<file path="config.mk">
export PLATFORM = sky130hd
export DESIGN_NAME = up_down_counter_mod
export DESIGN_NICKNAME = d
export VERILOG_FILES = /design/src/rtl/up_down_counter_pkg.sv /design/src/rtl/up_down_counter_next.sv /design/src/rtl/up_down_counter_mod.sv
export SDC_FILE = /design/constraint.sdc
export NUM_CORES = 1
export LEC_CHECK = 0
export BUFFER_PORTS_ARGS = -buffer_cell sky130_fd_sc_hd__buf_2
export CELL_PAD_IN_SITES_DETAIL_PLACEMENT = 2
export CELL_PAD_IN_SITES_GLOBAL_PLACEMENT = 2
export CORE_MARGIN = 2
export CORE_UTILIZATION = 23
export DETAILED_ROUTE_END_ITERATION = 12
export GPL_TIMING_DRIVEN = 0
export PLACE_DENSITY_LB_ADDON = 0.1
export RECOVER_POWER = 100
export SLEW_MARGIN = 20
export SYNTH_ARGS = -nofsm -noshare
export SYNTH_HDL_FRONTEND = slang
export SYNTH_SLANG_ARGS = --single-unit
</file>
<file path="constraint.sdc">
create_clock -name clk -period 1.75 [get_ports clk]
set_input_delay 0.35 -clock clk [delete_from_list [all_inputs] [get_ports clk]]
set_output_delay 0.35 -clock clk [all_outputs]
set_load 0.05 [all_outputs]
</file>
<file path="src/rtl/up_down_counter_pkg.sv">
// Shared constants and helpers for the parametrised up/down counter.
// Covers direction/mode encodings, the MAX_VAL derivation and parameter legality.
package up_down_counter_pkg;

   localparam logic DIR_UP    = 1'b1;
   localparam logic DIR_DOWN  = 1'b0;
   localparam logic MODE_WRAP = 1'b0;
   localparam logic MODE_SAT  = 1'b1;

   function automatic int calc_max_val(input int modulo);
      return modulo - 1;
   endfunction

   function automatic bit params_legal(input int width, input int modulo);
      return (width >= 1) && (width <= 16) && (modulo >= 2) && (modulo <= (1 << width));
   endfunction

endpackage

</file>
<file path="src/rtl/up_down_counter_next.sv">
// Combinational next-count logic: step up/down, wrap modulo MODULO or saturate.
// Zero latency; flags report a wrap in either direction or a step blocked at a bound.
module up_down_counter_next
   import up_down_counter_pkg::*;
#(
   parameter int WIDTH  = 3,
   parameter int MODULO = 2 ** WIDTH
) (
   input  logic [WIDTH-1:0] cur,
   input  logic             dir,
   input  logic             sat,
   output logic [WIDTH-1:0] next_out,
   output logic             wrap_up,
   output logic             wrap_down,
   output logic             blocked
);

   localparam int             MAX_VAL = calc_max_val(MODULO);
   localparam logic [WIDTH:0] MAX_EXT = (WIDTH+1)'(MAX_VAL);

   // One extra bit keeps cur+1 from overflowing when MAX_VAL is all ones.
   logic [WIDTH:0] w_cur_ext;
   logic [WIDTH:0] w_inc;
   logic [WIDTH:0] w_dec;
   logic           w_at_max;
   logic           w_at_zero;

   assign w_cur_ext = {1'b0, cur};
   assign w_inc     = w_cur_ext + (WIDTH+1)'(1);
   assign w_dec     = w_cur_ext - (WIDTH+1)'(1);
   assign w_at_max  = (w_cur_ext == MAX_EXT);
   assign w_at_zero = (w_cur_ext == '0);

   always_comb begin
      next_out  = cur;
      wrap_up   = 1'b0;
      wrap_down = 1'b0;
      blocked   = 1'b0;
      if (dir == DIR_UP) begin
         if (!w_at_max) begin
            next_out = w_inc[WIDTH-1:0];
         end else if (sat == MODE_SAT) begin
            blocked = 1'b1;
         end else begin
            next_out = '0;
            wrap_up  = 1'b1;
         end
      end else begin
         if (!w_at_zero) begin
            next_out = w_dec[WIDTH-1:0];
         end else if (sat == MODE_SAT) begin
            blocked = 1'b1;
         end else begin
            next_out  = MAX_EXT[WIDTH-1:0];
            wrap_down = 1'b1;
         end
      end
   end

endmodule

</file>
<file path="src/rtl/up_down_counter_mod.sv">
// Up/down modulo counter with load, wrap/saturate and registered carry/borrow; 1-cycle latency.
// Optional sticky overflow flag (ports ovf_clr/ovf) under UPDOWN_CNT_STICKY_OVF_EN.
module up_down_counter_mod
   import up_down_counter_pkg::*;
#(
   parameter int WIDTH  = 3,
   parameter int MODULO = 2 ** WIDTH
) (
   input  logic             clk,
   input  logic             reset,
   input  logic             ld,
   input  logic [WIDTH-1:0] data,
   input  logic             en,
   input  logic             dir,
   input  logic             sat,
`ifdef UPDOWN_CNT_STICKY_OVF_EN
   input  logic             ovf_clr,
   output logic             ovf,
`endif
   output logic [WIDTH-1:0] out,
   output logic             carry,
   output logic             borrow,
   output logic             at_max,
   output logic             at_min
);

   localparam int             MAX_VAL = calc_max_val(MODULO);
   localparam logic [WIDTH:0] MAX_EXT = (WIDTH+1)'(MAX_VAL);

   if (!params_legal(WIDTH, MODULO)) begin : g_bad_params
      $fatal(1, "up_down_counter_mod: illegal WIDTH/MODULO");
   end

   logic [WIDTH-1:0] r_out;
   logic             r_carry;
   logic             r_borrow;
   logic [WIDTH-1:0] w_next;
   logic [WIDTH-1:0] w_ld_val;
   logic             w_wrap_up;
   logic             w_wrap_down;
   logic             w_blocked;

   up_down_counter_next #(.WIDTH(WIDTH), .MODULO(MODULO)) u_next (
      .cur       (r_out),
      .dir       (dir),
      .sat       (sat),
      .next_out  (w_next),
      .wrap_up   (w_wrap_up),
      .wrap_down (w_wrap_down),
      .blocked   (w_blocked)
   );

   assign w_ld_val = ({1'b0, data} > MAX_EXT) ? MAX_EXT[WIDTH-1:0] : data;

   always_ff @(posedge clk) begin
      if (!reset) begin
         r_out    <= '0;
         r_carry  <= 1'b0;
         r_borrow <= 1'b0;
      end else if (ld) begin
         r_out    <= w_ld_val;
         r_carry  <= 1'b0;
         r_borrow <= 1'b0;
      end else if (en) begin
         r_out    <= w_next;
         r_carry  <= w_wrap_up;
         r_borrow <= w_wrap_down;
      end else begin
         r_carry  <= 1'b0;
         r_borrow <= 1'b0;
      end
   end

`ifdef UPDOWN_CNT_STICKY_OVF_EN
   logic r_ovf;
   logic w_ovf_set;

   // Set wins over clear when both happen on the same edge.
   assign w_ovf_set = !ld && en && (w_wrap_up || w_wrap_down || w_blocked);

   always_ff @(posedge clk) begin
      if (!reset) begin
         r_ovf <= 1'b0;
      end else if (w_ovf_set) begin
         r_ovf <= 1'b1;
      end else if (ovf_clr) begin
         r_ovf <= 1'b0;
      end
   end

   assign ovf = r_ovf;
`else
   logic w_unused_blocked;
   assign w_unused_blocked = w_blocked;
`endif

   assign out    = r_out;
   assign carry  = r_carry;
   assign borrow = r_borrow;
   assign at_max = ({1'b0, r_out} == MAX_EXT);
   assign at_min = (r_out == '0);

endmodule

</file>
==> reports/metrics.json <==
{
  "clk_lat_worst_skew_ns": 0.25,
  "cell_count_of_the_worst_reg_to_reg_path": 7,
  "grt_start_max_net_pins": 9,
  "layout.area.seq_sq_um": 103,
  "worst-slew-pin-transition_ns": 0.618,
  "first_global_vias": 403,
  "tritoncts": "done",
  "grt_use_total_pct": 14.3,
  "report.final.hold_viol_count": 0,
  "worst_slew_margin_rel_pct": 59.0,
  "detailedPlacementHpwl_um": 901,
  "total_switching_power_uw": 157,
  "critical-path-slowest-cell": "or3b_4",
  "ant_nets": 0,
  "setup_viol_count_final": 0,
  "combinationalPowerShare_pct": 34.7,
  "max-vdd-ir-drop_uv": 373,
  "synth_mux_area_share_pct": 0,
  "slew_violations": 0,
  "crit_path_max_incr_delay_ns": 0.41,
  "syn_area_sq_um": 360,
  "drt_pre_antenna_iters": 1,
  "avgRoutedWirePerCell_um": 14.8,
  "critical_path_peak_fanout": 5,
  "antenna_found_initial": 0,
  "i_o_pin_count": 16,
  "whs_endpoint": "out[2]",
  "synth_top_area_share_pct": 27.8,
  "postSynthAreaPerCell_sq_um": 9.01,
  "synth_adder_area_share_pct": 17.4,
  "yosysSeqAreaShare_pct": 27.8,
  "drt_first_iter_violations": 0,
  "synth_edf_count": 0,
  "port-buffer-count": 15,
  "power.share.switching_pct": 37.2,
  "dominantRegCellSynth": "dfxtp_1",
  "final.fill_count": 172,
  "setup.worst_path.start_class": "flip-flop",
  "critPathLaunch": "out[0]",
  "cts.clk_slew.worst_paths_ns": 0.05,
  "netlist.top_cell.by_area": "dfxtp_1",
  "core_sq_mm": 0.00149,
  "regToRegStartpoint": "out[0]",
  "asyncSetResetFlopFracSynth_pct": 0,
  "clock.fmax_ghz": 0.608,
  "final_net_count": 75,
  "power_per_cell_area_mw_per_mm2": 842,
  "h-tree-depth": 1,
  "synth-seq-cells": 5,
  "area_growth_pct": 38.5,
  "cts.path.max_buffers": 2,
  "final_wtd_congestion": 0.664,
  "compound_gate_fraction_of_synth_area_pct": 24.0,
  "worst_hold_path.num_cells": 3,
  "initial_core_util_pct": 24.2,
  "cts.sink_count": 5,
  "critical_path_arrival_ns": 1.77,
  "cts.root.buffer_cell": "clkbuf_4",
  "floorplan.die.width_um": 43.6,
  "synth_common_cells": "dfxtp_1, ha_1, inv_1, nand2_1, nor2_1",
  "insertedDiodeCount": 0,
  "post_synth_xor_area_fraction_pct": 2.43,
  "yosys_warnings": 0,
  "postSynthCellCount": 40,
  "die_area_sq_mm": 0.00190,
  "layout-drive-gt1-share_pct": 41.7,
  "synth_simple_gate_area_share_pct": 24.3,
  "synth_top_family_by_area": "simple AND/OR/NAND/NOR gates",
  "place.detailed.instances": 71,
  "sequentialPowerShare_pct": 31.6,
  "grt_setup_unrepaired": "no",
  "r2r_slack_ns": 0.11,
  "clock_power_share_pct": 33.6,
  "setup.worst_path.end_class": "flip-flop",
  "fin_crit_ns": 1.64,
  "remaining_global_route_overflow": 0,
  "fin_worst_skew_ns": 0.00291,
  "multiInputGateArea_sq_um": 260,
  "status": "complete, no violations",
  "max_cap_viol_count": 0,
  "worstHoldPathType": "in -> reg",
  "synthDistinctLibCells": 19,
  "min_from": "data[2]",
  "crit_path_category": "reg -> reg",
  "dr_total_vias": 373,
  "total_cts_buffers": 3,
  "cp_cell_sequence": "inv_2 -> ha_4 -> or3b_4 -> a31oi_4 -> clkbuf_2 -> nand3b_1 -> a31oi_1",
  "final_cell_count_no_fill": 76,
  "crit_required_ns": 1.88,
  "crit-reg2reg-capture": "out[0]",
  "total_power_uw": 420,
  "leakage_power_of_the_design_uw": 0.000221,
  "power_report.internal_total_uw": 264,
  "drcViolationCount": 0,
  "min_period_over_period_pct": 94.0,
  "post_syn_nets": 54,
  "floorplan.rows": 14,
  "die-height_um": 43.6,
  "detail_route.wirelength_um": 1130,
  "post_drt_via_cell_ratio": 4.91,
  "grt_first_pass_wirelength_um": 1930,
  "netlist_top_cells_area": "dfxtp_1, ha_1, a31oi_4, a311oi_1, o41ai_2",
  "cts_hold_repair.buffers": 0
}
[power by group through the flow]
| stage | Combinational [uW] | Clock, uW | Sequential (uW) |
|---|---|---|---|
| after floorplan | 75.3 | 0 | 157 |
| after global placement | 134 | 0 | 133 |
| after detailed placement | 140 | 0 | 135 |
| after CTS | 145 | 151 | 132 |
| after global routing | 161 | 163 | 135 |
| final | 146 | 141 | 133 |
[worst max-delay path, delay by kind of cell (launching register included)]
family          cells  cell delay, ns
compound gates      2            0.26
simple gates        2            0.51
flops               1            0.35
fa+ha+maj           1            0.15
buf+inv             2            0.25
[worst max-delay path by stage]
stage	slack, ns	end	depth (start not counted)
floorplan	0.04	out[2]	5
global placement	0.04	out[2]	6
detailed placement	-0.05	out[2]	6
CTS	0.04	out[2]	6
global route	0.01	out[0]	7
finish	0.11	out[0]	7
[flip-flops by register name, summed over array words and instances, names as in the netlist]
name / cells
carry: 1
borrow: 1
out: 3
[layer usage]
layer  vias up  GRT usage (%)  wire (um)
met1       176           17.0        471
met5         -              0          0
met4         0           7.27         11
li1        185              -          -
met2        10           22.1        573
met3         2           5.83         68
[layout make-up]
class                   count  area share, %
multi-input cells          31           52.1
well taps                  16           4.01
repair buffers             16           15.0
flip-flops and latches      5           20.6
inverters                   4           3.01
clock buffers               4           5.26
[kinds of logic after synthesis]
| logic type | after synthesis |
|---|---|
| buffers and inverters | 4 |
| adders and majority gates | 5 |
| AOI/OAI and AO/OA | 9 |
| DFF | 5 |
| and+or+nand+nor | 16 |
| xor gates and xnor gates | 1 |
[timing repair]
action,in CTS,in global routing
cloned,0,0
resized for setup,1,3
buffers inserted,1,0
pin swaps,1,1
setup endpoints to repair,2,3
[stage by stage]
stage / utilization [%] / TNS (ns) / setup WS, ns / area, sq um / hold WS [ns]
finish: 33.5 / 0 / 0.105 / 499 / 0.360
CTS: 33.4 / 0 / 0.0366 / 497 / 0.351
floorplan: - / 0 / 0.0374 / 365 / 0.456
global placement: 30.9 / 0 / 0.0442 / 460 / 0.491
detailed placement: 30.9 / -0.0512 / -0.0474 / 460 / 0.522
global route: 33.5 / 0 / 0.0118 / 499 / 0.362
[cell usage in the layout, fill, tap and decap left out, drive strengths merged, types with 3 or more instances in the layout]
| cell type | instances |
|---|---|
| clkbuf | 12 |
| buf | 8 |
| ha | 5 |
| dfxtp | 5 |
| nand2 | 4 |
| inv | 4 |
| nor2 | 3 |
(Power assumes the default switching activity.)
